--- src/rtl/tmds_link_ctrl.sv ---
// rtl/tmds_link_ctrl.sv - TMDS serializer bring-up, warm-up and lane hand-off sequencer
module tmds_link_ctrl #(
  parameter int unsigned RST_HOLD = 16,
  parameter int unsigned WARMUP   = 64,
  parameter logic [9:0]  CTL0     = 10'b1101010100
) (
  input  logic       divclk,
  input  logic       rst,
  input  logic       pll_locked,
  input  logic       resync,
  input  logic       de,
  input  logic [9:0] enc_word0,
  input  logic [9:0] enc_word1,
  input  logic [9:0] enc_word2,
  output logic       ser_rst,
  output logic [9:0] tx_word0,
  output logic [9:0] tx_word1,
  output logic [9:0] tx_word2,
  output logic       link_up,
  output logic [7:0] lock_lost_cnt
);

  typedef enum logic [1:0] {
    ST_IDLE    = 2'd0,
    ST_SER_RST = 2'd1,
    ST_WARMUP  = 2'd2,
    ST_RUN     = 2'd3
  } state_t;

  localparam logic [15:0] HOLD_LAST = 16'(RST_HOLD - 1);
  localparam logic [15:0] WARM_LAST = 16'(WARMUP - 1);

  state_t      state, state_n;
  logic [15:0] cnt, cnt_n;
  logic        lost_evt;

  always_ff @(posedge divclk) begin
    if (rst) begin
      state <= ST_IDLE;
      cnt   <= '0;
    end else begin
      state <= state_n;
      cnt   <= cnt_n;
    end
  end

  // Lock loss outranks resync, which outranks the normal sequence.
  always_comb begin
    state_n  = state;
    cnt_n    = cnt;
    lost_evt = 1'b0;
    if (state != ST_IDLE && !pll_locked) begin
      state_n  = ST_IDLE;
      cnt_n    = '0;
      lost_evt = 1'b1;
    end else if ((state == ST_WARMUP || state == ST_RUN) && resync) begin
      state_n = ST_SER_RST;
      cnt_n   = '0;
    end else begin
      case (state)
        ST_IDLE: begin
          if (pll_locked) begin
            state_n = ST_SER_RST;
            cnt_n   = '0;
          end
        end
        ST_SER_RST: begin
          if (cnt == HOLD_LAST) begin
            state_n = ST_WARMUP;
            cnt_n   = '0;
          end else begin
            cnt_n = cnt + 16'd1;
          end
        end
        ST_WARMUP: begin
          // Hold at the last count until blanking so video starts on a boundary.
          if (cnt == WARM_LAST) begin
            if (!de) begin
              state_n = ST_RUN;
              cnt_n   = '0;
            end
          end else begin
            cnt_n = cnt + 16'd1;
          end
        end
        default: ;
      endcase
    end
  end

  assign ser_rst = (state == ST_IDLE) || (state == ST_SER_RST);
  assign link_up = (state == ST_RUN);

  always_ff @(posedge divclk) begin
    if (rst) begin
      lock_lost_cnt <= '0;
    end else if (lost_evt && lock_lost_cnt != 8'hFF) begin
      lock_lost_cnt <= lock_lost_cnt + 8'd1;
    end
  end

  // One select for all lanes keeps them from ever carrying mixed content.
  always_ff @(posedge divclk) begin
    if (rst || state != ST_RUN) begin
      tx_word0 <= CTL0;
      tx_word1 <= CTL0;
      tx_word2 <= CTL0;
    end else begin
      tx_word0 <= enc_word0;
      tx_word1 <= enc_word1;
      tx_word2 <= enc_word2;
    end
  end

endmodule

--- config.mk ---
export PLATFORM = sky130hd
export DESIGN_NAME = tmds_link_ctrl
export DESIGN_NICKNAME = d
export VERILOG_FILES = /design/src/rtl/tmds_link_ctrl.sv
export SDC_FILE = /design/constraint.sdc
export NUM_CORES = 1
export LEC_CHECK = 0
export ABC_AREA = 1
export BUFFER_PORTS_ARGS = -buffer_cell sky130_fd_sc_hd__buf_2
export CORE_ASPECT_RATIO = 0.75
export CORE_MARGIN = 5
export CORE_UTILIZATION = 51
export DETAILED_ROUTE_END_ITERATION = 10
export PLACE_DENSITY_LB_ADDON = 0.2
export SYNTH_ARGS = -nofsm -noshare
export SYNTH_HDL_FRONTEND = slang
export SYNTH_SLANG_ARGS = --single-unit
--- constraint.sdc ---
create_clock -name divclk -period 2.2 [get_ports divclk]
set_input_delay 0.11 -clock divclk [delete_from_list [all_inputs] [get_ports divclk]]
set_output_delay 0.11 -clock divclk [all_outputs]
set_load 0.03 [all_outputs]
==> results of run 1 <==
power breakdown:
part,internal [mW],switching (mW),total (mW)
logic,0.235,0.446,0.682
clock network,0.232,0.354,0.586
registers,1.06,0.0388,1.10
registers in the layout (all words and copies together), names as in the netlist:
signal,cells
tx_word2,10
tx_word0,10
state,2
lock_lost_cnt,8
cnt,16
tx_word1,10
placed cells by master (no fill, tap or decap), types with 5 or more instances in the layout:
master	n
nand3_1	25
a21oi_1	11
nor2_1	51
dlygate4sd3_1	29
ha_1	7
dfxtp_1	56
o21ai_0	9
or2_2	15
nand2_1	77
nand4_1	10
clkbuf_8	5
inv_1	56
buf_2	74
logic make-up after synthesis:
kind of cell / after synthesis / share of synthesized area (%)
AOI/OAI and AO/OA: 24 / 5.195
buffers and inverters: 62 / 9.640
xor gates and xnor gates: 6 / 2.098
and+or+nand+nor: 193 / 34.81
adders and majority gates: 7 / 3.496
DFF: 56 / 44.76
worst max path at each step:
stage / startpoint / end
2_1_floorplan: lock_lost_cnt[0] / lock_lost_cnt[1]
5_1_grt: state[0] / cnt[6]
4_1_cts: state[0] / cnt[8]
3_5_place_dp: state[0] / cnt[8]
6_report: state[0] / cnt[6]
3_3_place_gp: state[0] / cnt[14]
final cells by class:
type / count / area [um^2]
flip-flops and latches: 56 / 1121
well taps: 60 / 75.07
clock inverters: 3 / 26.28
repair buffers: 107 / 690.7
inverters: 57 / 214.0
fillers: 406 / 1479
multi-input cells: 230 / 1142
clock buffers: 5 / 68.82
worst max-delay path, cell delays in order (launching register included):
cell and delay [ns]:
dfxtp_1 0.39, inv_1 0.10, ha_1 0.27, nand2_1 0.10, o21ai_0 0.11, nor2_1 0.15, inv_1 0.07, nand2_1 0.09
buf_4 0.25, nand2_4 0.11, nand2_4 0.13, nor2_1 0.06
routing by layer:
metal / wire length, um / GRT usage, %
met3: 591 / 6.908
met2: 2903 / 33.44
met1: 2778 / 26.20
met5: 0 / 0
met4: 63 / 4.072
timing repair:
action | CTS | global route
endpoints found under the setup margin | 0 | 0
hold endpoints to repair | 29 | 0
hold buffers | 29 | 0
metrics by stage:
stage	util [%]	total power, mW	std cells	cell area, um^2
floorplan	-	1.580	348	2505
global placement	61.30	1.748	481	2953
detailed placement	61.30	1.759	481	2953
CTS	69.30	2.378	518	3338
global route	69.30	2.532	518	3338
finish	69.30	2.365	518	3338
==> results.md, run 1 <==
* Initial antenna violation count at 0
* # Max-Cap Violations at 0
* Num CTS Buffers at 5
* Vias in the first global route at 2379
* Pin count of the biggest net entering global routing at 23
* Synthesized area at roughly 0.0025 mm^2
* CTS tree: done
* Worst Reg2Reg Path Length in Cells at 11
* Clock sinks at 56
* Most numerous cell in the Yosys netlist: nand2_1
* Synth async-reset ratio at 0%
* Syn_area_per_cell at 7.198 um^2
* Worst-Skew Late Latency at about 0.31 ns
* Hold Path Class: in2reg
* Crit Path Category: reg2reg
* Leakage power at between 1.5 and 2 nW
* Synth-to-Final Area Change at 33.27%
* Die Wd at between 90 and 100 um
* FF+latch count, synth at between 50 and 60
* Antenna-violating nets left at 0
* FMAX at between 0.5 and 0.6 GHz
* Fraction of the cycle the final worst path needs at between 80% and 90%
* Most used flip-flop cell after synthesis: dfxtp_1
* Setup violators final at 0
* Post-synth EDFFs at 0
* H-Tree Depth at 2
* Post-DP HPWL at ~4300 um
* Pwr dens at about 700 mW/mm^2
* Diodes inserted at 0
* Setup TNS at 0 ns
* Synthesis Warnings at 0
* Post-Synthesis Cells at around 350
* Critical path fanouts, max at 19
* Clk slew on worst S/H paths at between 0.1 and 0.15 ns
* Peak VDD IR at about 0.56 mV
* Worst EP arrival at between 2 and 2.5 ns
* Total grt overflow at 0
* Vias at between 2000 and 2500
* Fin. max-slew vios at 0
* Worst Skew at 0.01096 ns
* Num rows at 22
* Starting DRT DRC Count at between 200 and 300
* Wire length per cell at ~12 um
* Bufs on Longest Clock Path at 2
* IO Pins at between 70 and 80
* Hold path start: enc_word2[3]
* Post-CTS setup buffer count at 0
* CP Launch Type: flop
* Fin nets at around 500
* Req. time, crit path at 2.41 ns
* Initial Utilization at between 50% and 60%
* Setup WS pre-CTS at around 0.3 ns
* # resized after CTS at 0
* Post-synth top cells: nand2_1 (77), dfxtp_1 (56), inv_1 (56)
* GRT Resource Usage Total at 20.33%
* Final min period at 1.921 ns
* Synth cell types at 28
* Top post-synthesis cells by area: dfxtp_1 (45%), nand2_1 (12%), inv_1 (8.4%), nor2_1 (7.6%), nand3_1 (5.0%)
* R2R Setup Slk at around 0.28 ns
* Final Hold Vio Count at 0
* Die area at 0.006428 mm^2
* Port Buffers at between 70 and 80
* First-pass GRT wire length at about 11000 um
* RSZ-0062 raised after global routing: no
* DRC at 0
* Reg2Reg Launch Point: state[0]
* Routability cong. at approximately 0.9
* Share of cells above drive strength 1 at 24.45%
* Worst hold endpoint: tx_word2[3]
* Status: completed
* Leading area contributor after synthesis: dfxtp_1
* Post-synthesis sequential area ratio at 44.76%
* Syn_nets at between 300 and 400
* Slew HR at 59.15%
* Routed WL at roughly 6300 um
* TritonRoute pass-1 iters at 4
* WHS at 0.02832 ns
* Worst-Margin Slew at around 0.61 ns
* Total core area at approximately 0.0048 mm^2
* Die height at 70.70 um
* Synth top area share at about 45%
* WHS Path Cells at 3
* Vias per cell at around 4.8
* Reg2reg end: cnt[6]
* Critical Path End Type: flop
* CTS Root Cell: clkbuf_8
* Setup slack after layout at about 0.28 ns
Note: power is estimated with default switching activity, not from simulation.
==> run 2: changes to the inputs <==
--- a/config.mk
+++ b/config.mk
@@ -9,7 +9,8 @@
 export BUFFER_PORTS_ARGS = -buffer_cell sky130_fd_sc_hd__buf_2
 export CORE_ASPECT_RATIO = 0.75
 export CORE_MARGIN = 5
-export CORE_UTILIZATION = 51
+export CORE_UTILIZATION = 53
+export CTS_BUF_LIST = sky130_fd_sc_hd__clkbuf_4
 export DETAILED_ROUTE_END_ITERATION = 10
 export PLACE_DENSITY_LB_ADDON = 0.2
 export SYNTH_ARGS = -nofsm -noshare
==> run 2 against run 1 <==
  * Cell area up 0.15%
  * Sequential share of layout area down 0.050 points
  * Non-clock buffer count up 2
  * Core utilization up 4.7 points
  * Count of clock-buffer cells in the layout unchanged
  * Critical path depth unchanged
  * Clock power about the same
  * Clock skew up 0.0011 ns
  * Via count up 2.3%
  * Routed wire length up 4.8%
  * Combinational power up 0.9%
==> results.md, run 2 (synthesis results as in run 1) <==
* Wire length per cell at 12.84 um (was 12.23 um)
* First-pass GRT wire length at 11270 um (was 10900 um)
* Starting DRT DRC Count at 208 (was 253)
* CTS tree: done (unchanged)
* Crit Path Category: reg2reg (unchanged)
* Worst-Skew Late Latency at 0.38 ns (was 0.31 ns)
* RSZ-0062 raised after global routing: no (unchanged)
* Post-DP HPWL at 4403 um (was 4328 um)
* Vias per cell at 4.888 (was 4.770)
* Final min period at 1.908 ns (was 1.921 ns)
* Initial antenna violation count at 0 (unchanged)
* Critical Path End Type: flop (unchanged)
* Total core area at 0.004519 mm^2 (was 0.004817 mm^2)
* Req. time, crit path at 2.49 ns (was 2.41 ns)
* Total grt overflow at 0 (unchanged)
* Pin count of the biggest net entering global routing at 25 (was 23)
* Port Buffers at 74 (unchanged)
* Power Total at 2.372 mW (was 2.365 mW)
* Setup TNS at 0 ns (unchanged)
* GRT Resource Usage Total at 22.76% (was 20.33%)
* TritonRoute pass-1 iters at 4 (unchanged)
* Diodes inserted at 0 (unchanged)
* Routed WL at 6640 um (was 6336 um)
* Initial Utilization at 55.43% (was 52.00%)
* Bufs on Longest Clock Path at 2 (unchanged)
* Final Hold Vio Count at 0 (unchanged)
* Die Wd at 89.38 um (was 90.93 um)
* Worst Skew at 0.01203 ns (was 0.01096 ns)
* Clock sinks at 56 (unchanged)
* Pwr dens at 709.5 mW/mm^2 (was 708.4 mW/mm^2)
* Setup WS pre-CTS at 0.3306 ns (was 0.2971 ns)
* Worst EP arrival at 2.20 ns (was 2.13 ns)
* H-Tree Depth at 2 (unchanged)
* WHS at 0.1021 ns (was 0.02832 ns)
* IO Pins at 75 (unchanged)
* Antenna-violating nets left at 0 (unchanged)
* Worst-Margin Slew at 0.6819 ns (was 0.6113 ns)
* Num CTS Buffers at 5 (unchanged)
* DRC at 0 (unchanged)
* Vias in the first global route at 2424 (was 2379)
* Slew HR at 54.43% (was 59.15%)
* Share of cells above drive strength 1 at 24.35% (was 24.45%)
* Commonest non-fill, non-tap cells in the layout: nand2_1 (77), buf_2 (74), inv_1 (56), dfxtp_1 (56), nor2_1 (51) (unchanged)
* Setup slack after layout at 0.2923 ns (was 0.2786 ns)
* Die area at 0.006215 mm^2 (was 0.006428 mm^2)
* Hold Path Class: in2reg (unchanged)
* CTS Root Cell: clkbuf_4 (was clkbuf_8)
* Leakage power at 1.565 nW (was 1.552 nW)
* Fraction of the cycle the final worst path needs at 86.71% (was 87.33%)
* Num rows at 21 (was 22)
* Critical path fanouts, max at 19 (unchanged)
* # Max-Cap Violations at 0 (unchanged)
* Commonest non-fill, non-tap cell in the layout: nand2_1 (unchanged)
* Status: completed (unchanged)
* Reg with most FFs: cnt (unchanged)
* Peak VDD IR at 0.4985 mV (was 0.5560 mV)
* FMAX at 0.5242 GHz (was 0.5205 GHz)
* Vias at 2527 (was 2471)
* CP Launch Type: flop (unchanged)
* Synth-to-Final Area Change at 33.47% (was 33.27%)
* # resized after CTS at 0 (unchanged)
* Setup violators final at 0 (unchanged)
* Max reg flops at 16 (unchanged)
* Clk slew on worst S/H paths at 0.16 ns (was 0.11 ns)
* Fin. max-slew vios at 0 (unchanged)
* Die height at 69.54 um (was 70.70 um)
* Fin nets at 501 (was 499)
* Routability cong. at 0.9552 (was 0.8990)
[run 2: cell types whose count changed in the layout (fill, tap and decap cells not counted), sizes merged]
cell / before / now
clkinvlp: 2 / 0
clkinv: 0 / 1
bufinv: 0 / 1
dlygate4sd3: 29 / 31
[run 2: power breakdown]
| part | switching [mW] | leakage (nW) | total [mW] | internal, mW |
|---|---|---|---|---|
| Sequential | 0.0416 | 0.452 | 1.10 | 1.06 |
| Combinational | 0.450 | 1.07 | 0.688 | 0.238 |
| Clock | 0.337 | 0.0471 | 0.583 | 0.246 |
[run 2: timing repair]
action,4_1_cts,5_1_grt
buffers inserted,0,0
hold buffers,31,0
endpoints found under the hold margin,35,0
[run 2: per-stage QoR]
step / util (%) / std cells / cell area (um^2)
floorplan: - / 348 / 2505
global placement: 65.25 / 478 / 2949
detailed placement: 65.25 / 478 / 2949
CTS: 73.98 / 517 / 3343
global route: 73.98 / 517 / 3343
finish: 73.98 / 517 / 3343
[run 2: metal layers]
layer | vias to the layer above | global-route usage [%] | part of all wire, %
met5 | - | 0 | 0
met4 | 0 | 6.446 | 1.5
met3 | 10 | 6.888 | 8.4
met2 | 90 | 35.65 | 46
met1 | 1132 | 30.01 | 44
li1 | 1295 | - | -
[run 2: worst max-delay path, cell delays in order, from the launching register on]
cell and delay, ns:
dfxtp_1 0.42, inv_1 0.10, ha_1 0.26, nand2_1 0.10, o21ai_0 0.10, nor2_1 0.14, inv_1 0.07, nand2_1 0.08
buf_4 0.25, nand2_4 0.11, nand2_4 0.13, nor2_1 0.06
[run 2: worst paths after layout]
kind                         start                to  slack (ns)  cells after the start
setup / recovery          state[0]           cnt[15]        0.29                     11
hold / removal          pll_locked  lock_lost_cnt[6]        0.10                      4
setup reg to reg          state[0]           cnt[15]        0.29                     11
hold reg to reg   lock_lost_cnt[5]  lock_lost_cnt[5]        0.52                      2
[run 2: layout make-up]
cell class | instances | area, um^2
clock buffers | 5 | 37.54
clock inverters | 3 | 46.29
fillers | 345 | 1176
inverters | 57 | 214.0
multi-input cells | 230 | 1142
flip-flops and latches | 56 | 1121
well taps | 57 | 71.32
repair buffers | 109 | 710.7
==> run 3: changes to the inputs <==
--- a/config.mk
+++ b/config.mk
@@ -9,10 +9,11 @@
 export BUFFER_PORTS_ARGS = -buffer_cell sky130_fd_sc_hd__buf_2
 export CORE_ASPECT_RATIO = 0.75
 export CORE_MARGIN = 5
-export CORE_UTILIZATION = 53
+export CORE_UTILIZATION = 50
 export CTS_BUF_LIST = sky130_fd_sc_hd__clkbuf_4
 export DETAILED_ROUTE_END_ITERATION = 10
 export PLACE_DENSITY_LB_ADDON = 0.2
+export REMOVE_ABC_BUFFERS = 1
 export SYNTH_ARGS = -nofsm -noshare
 export SYNTH_HDL_FRONTEND = slang
 export SYNTH_SLANG_ARGS = --single-unit
==> constraint.sdc (replaced) <==
create_clock -name divclk -period 2.4 [get_ports divclk]
set_input_delay 0.12 -clock divclk [delete_from_list [all_inputs] [get_ports divclk]]
set_output_delay 0.12 -clock divclk [all_outputs]
set_load 0.03 [all_outputs]
==> run 3 against run 2 <==
  * Core utilization shrank 5.8 points
  * Non-clock buffer count fell by 2
  * Hold slack gained 0.024 ns
  * Clock power is 21% lower
  * Maximum frequency is 3.4% lower
  * Worst setup slack improved by 0.13 ns
  * Combinational power down 11%
==> results.md, run 3 (synthesis results as in run 1) <==
* Num CTS Buffers at 5 (unchanged)
* Fraction of the cycle the final worst path needs at 82.28% (was 86.71%)
* Total core area at 0.004872 mm^2 (was 0.004519 mm^2)
* Slowest stage cell, crit path: dfxtp_1 (unchanged)
* Bufs on Longest Clock Path at 2 (unchanged)
* FMAX at 0.5064 GHz (was 0.5242 GHz)
* RSZ-0062 raised after global routing: no (unchanged)
* Antenna-violating nets left at 0 (unchanged)
* Peak VDD IR at 0.5161 mV (was 0.4985 mV)
* Share of cells above drive strength 1 at 24.02% (was 24.35%)
* Status: completed (unchanged)
* Setup violators final at 0 (unchanged)
* R2R Setup Slk at 0.43 ns (was 0.29 ns)
* Setup slack after layout at 0.4252 ns (was 0.2923 ns)
* Fin. max-slew vios at 0 (unchanged)
* Routed WL at 6347 um (was 6640 um)
* GRT Resource Usage Total at 20.10% (was 22.76%)
* Clock sinks at 56 (unchanged)
* CTS tree: done (unchanged)
* Max reg flops at 16 (unchanged)
* First-pass GRT wire length at 10780 um (was 11270 um)
* Die area at 0.006540 mm^2 (was 0.006215 mm^2)
* Clk slew on worst S/H paths at 0.17 ns (was 0.16 ns)
* DRC at 0 (unchanged)
* Commonest non-fill, non-tap cell in the layout: nand2_1 (unchanged)
* Placement Cell Area at 0.002938 mm^2 (was 0.002949 mm^2)
* Total grt overflow at 0 (unchanged)
* Wire length per cell at 12.25 um (was 12.84 um)
* # resized after CTS at 0 (unchanged)
* Fin nets at 499 (was 501)
* Worst hold endpoint: lock_lost_cnt[6] (unchanged)
* Vias per cell at 4.869 (was 4.888)
* Hold Path Class: in2reg (unchanged)
* Die height at 71.30 um (was 69.54 um)
* Reg2Reg Launch Point: state[0] (unchanged)
* CTS Root Cell: clkbuf_4 (unchanged)
* Vias at 2522 (was 2527)
* Setup TNS at 0 ns (unchanged)
* IO Pins at 75 (unchanged)
* Port Buffers at 74 (unchanged)
* Post-DP HPWL at 4436 um (was 4403 um)
* H-Tree Depth at 2 (unchanged)
* Vias in the first global route at 2345 (was 2424)
* Starting DRT DRC Count at 115 (was 208)
* Reg with most FFs: cnt (unchanged)
* Synth-to-Final Area Change at 32.52% (was 33.47%)
* Critical path fanouts, max at 16 (was 19)
* Final min period at 1.975 ns (was 1.908 ns)
* Power Total at 2.076 mW (was 2.372 mW)
* Commonest non-fill, non-tap cells in the layout: nand2_1 (77), buf_2 (74), inv_1 (56), dfxtp_1 (56), nor2_1 (51) (unchanged)
* Worst-Skew Late Latency at 0.38 ns (about the same)
* Pin count of the biggest net entering global routing at 27 (was 25)
* Routability cong. at 0.9502 (was 0.9552)
* Diodes inserted at 0 (unchanged)
* Crit-path max cell delay at 0.42 ns (about the same)
* Hold path start: pll_locked (unchanged)
* CP dominant cell by count: nand2_1
* Worst Skew at 0.01870 ns (was 0.01203 ns)
* # Max-Cap Violations at 0 (unchanged)
* Worst-Margin Slew at 0.7415 ns (was 0.6819 ns)
* Leakage power at 1.548 nW (was 1.565 nW)
* Util after Layout at 68.13% (was 73.98%)
* Reg2reg end: cnt[14] (was cnt[15])
* CP Cell Sequence: inv_1, ha_1, a21oi_1, nand2_1, nand2_1, buf_4, nand2_1, nand2_1, nand2_1, nor2_1 (was inv_1, ha_1, nand2_1, o21ai_0, nor2_1, inv_1, nand2_1, buf_4, nand2_4, nand2_4, nor2_1)
* Pwr dens at 625.4 mW/mm^2 (was 709.5 mW/mm^2)
* Worst EP arrival at 2.30 ns (was 2.20 ns)
* CP Launch Type: flop (unchanged)
* Final instance area at 0.003319 mm^2 (was 0.003343 mm^2)
* Worst Reg2Reg Path Length in Cells at 10 (was 11)
* Req. time, crit path at 2.73 ns (was 2.49 ns)
* Crit Path Category: reg2reg (unchanged)
* Setup WS pre-CTS at 0.4831 ns (was 0.3306 ns)
* Critical Path End Type: flop (unchanged)
* TritonRoute pass-1 iters at 5 (was 4)
* Num rows at 22 (was 21)
* Initial antenna violation count at 0 (unchanged)
* Slew HR at 50.45% (was 54.43%)
* Die Wd at 91.73 um (was 89.38 um)
* WHS Path Cells at 4 (unchanged)
* Initial Utilization at 51.41% (was 55.43%)
* Final Hold Vio Count at 0 (unchanged)
-- run 3: where the power goes --
part | leakage, nW | total, mW | switching [mW] | internal, mW
sequential | 0.452 | 1.01 | 0.0360 | 0.971
combinational | 1.06 | 0.610 | 0.401 | 0.209
clock | 0.0385 | 0.458 | 0.329 | 0.129
-- run 3: worst max-delay path by stage --
stage	cells past startpoint	slack, ns	startpoint	to
6_report	10	0.43	state[0]	cnt[14]
5_1_grt	10	0.19	state[0]	cnt[6]
4_1_cts	10	0.45	state[0]	cnt[7]
3_5_place_dp	9	0.48	state[0]	cnt[7]
3_3_place_gp	9	0.57	state[0]	cnt[4]
2_1_floorplan	7	0.55	state[0]	cnt[14]
-- run 3: cell type report --
class / count / area (um^2)
fill: 409 / 1553
multi-input combinational: 230 / 1142
sequential: 56 / 1121
timing repair buffer: 107 / 695.7
inverter: 57 / 214.0
tap: 60 / 75.07
clock buffer: 5 / 37.54
clock inverter: 3 / 33.78
-- run 3: metal layers --
metal | GRT usage [%] | vias to the layer above | wire [um]
li1 | - | 1287 | -
met1 | 25.65 | 1119 | 2706
met2 | 33.93 | 106 | 2975
met3 | 6.086 | 10 | 578
met4 | 4.283 | 0 | 86
met5 | 0 | - | 0
-- run 3: what timing repair did --
item,4_1_cts,5_1_grt
buffers inserted,0,0
endpoints found under the hold margin,35,0
hold buffers,31,0
-- run 3: critical path: cells and delay by family (launching register included) --
| family | cells | cell delay (ns) |
|---|---|---|
| compound gates | 1 | 0.40 |
| buf+inv | 2 | 0.34 |
| fa+ha+maj | 1 | 0.23 |
| flops | 1 | 0.42 |
| simple gates | 6 | 0.55 |
-- run 3: per-stage QoR --
stage,hold slack [ns],instances
after floorplan,0.1891,343
after global placement,0.3039,479
after detailed placement,0.3083,479
after CTS,0.1059,518
after global routing,0.1143,518
final,0.1259,518
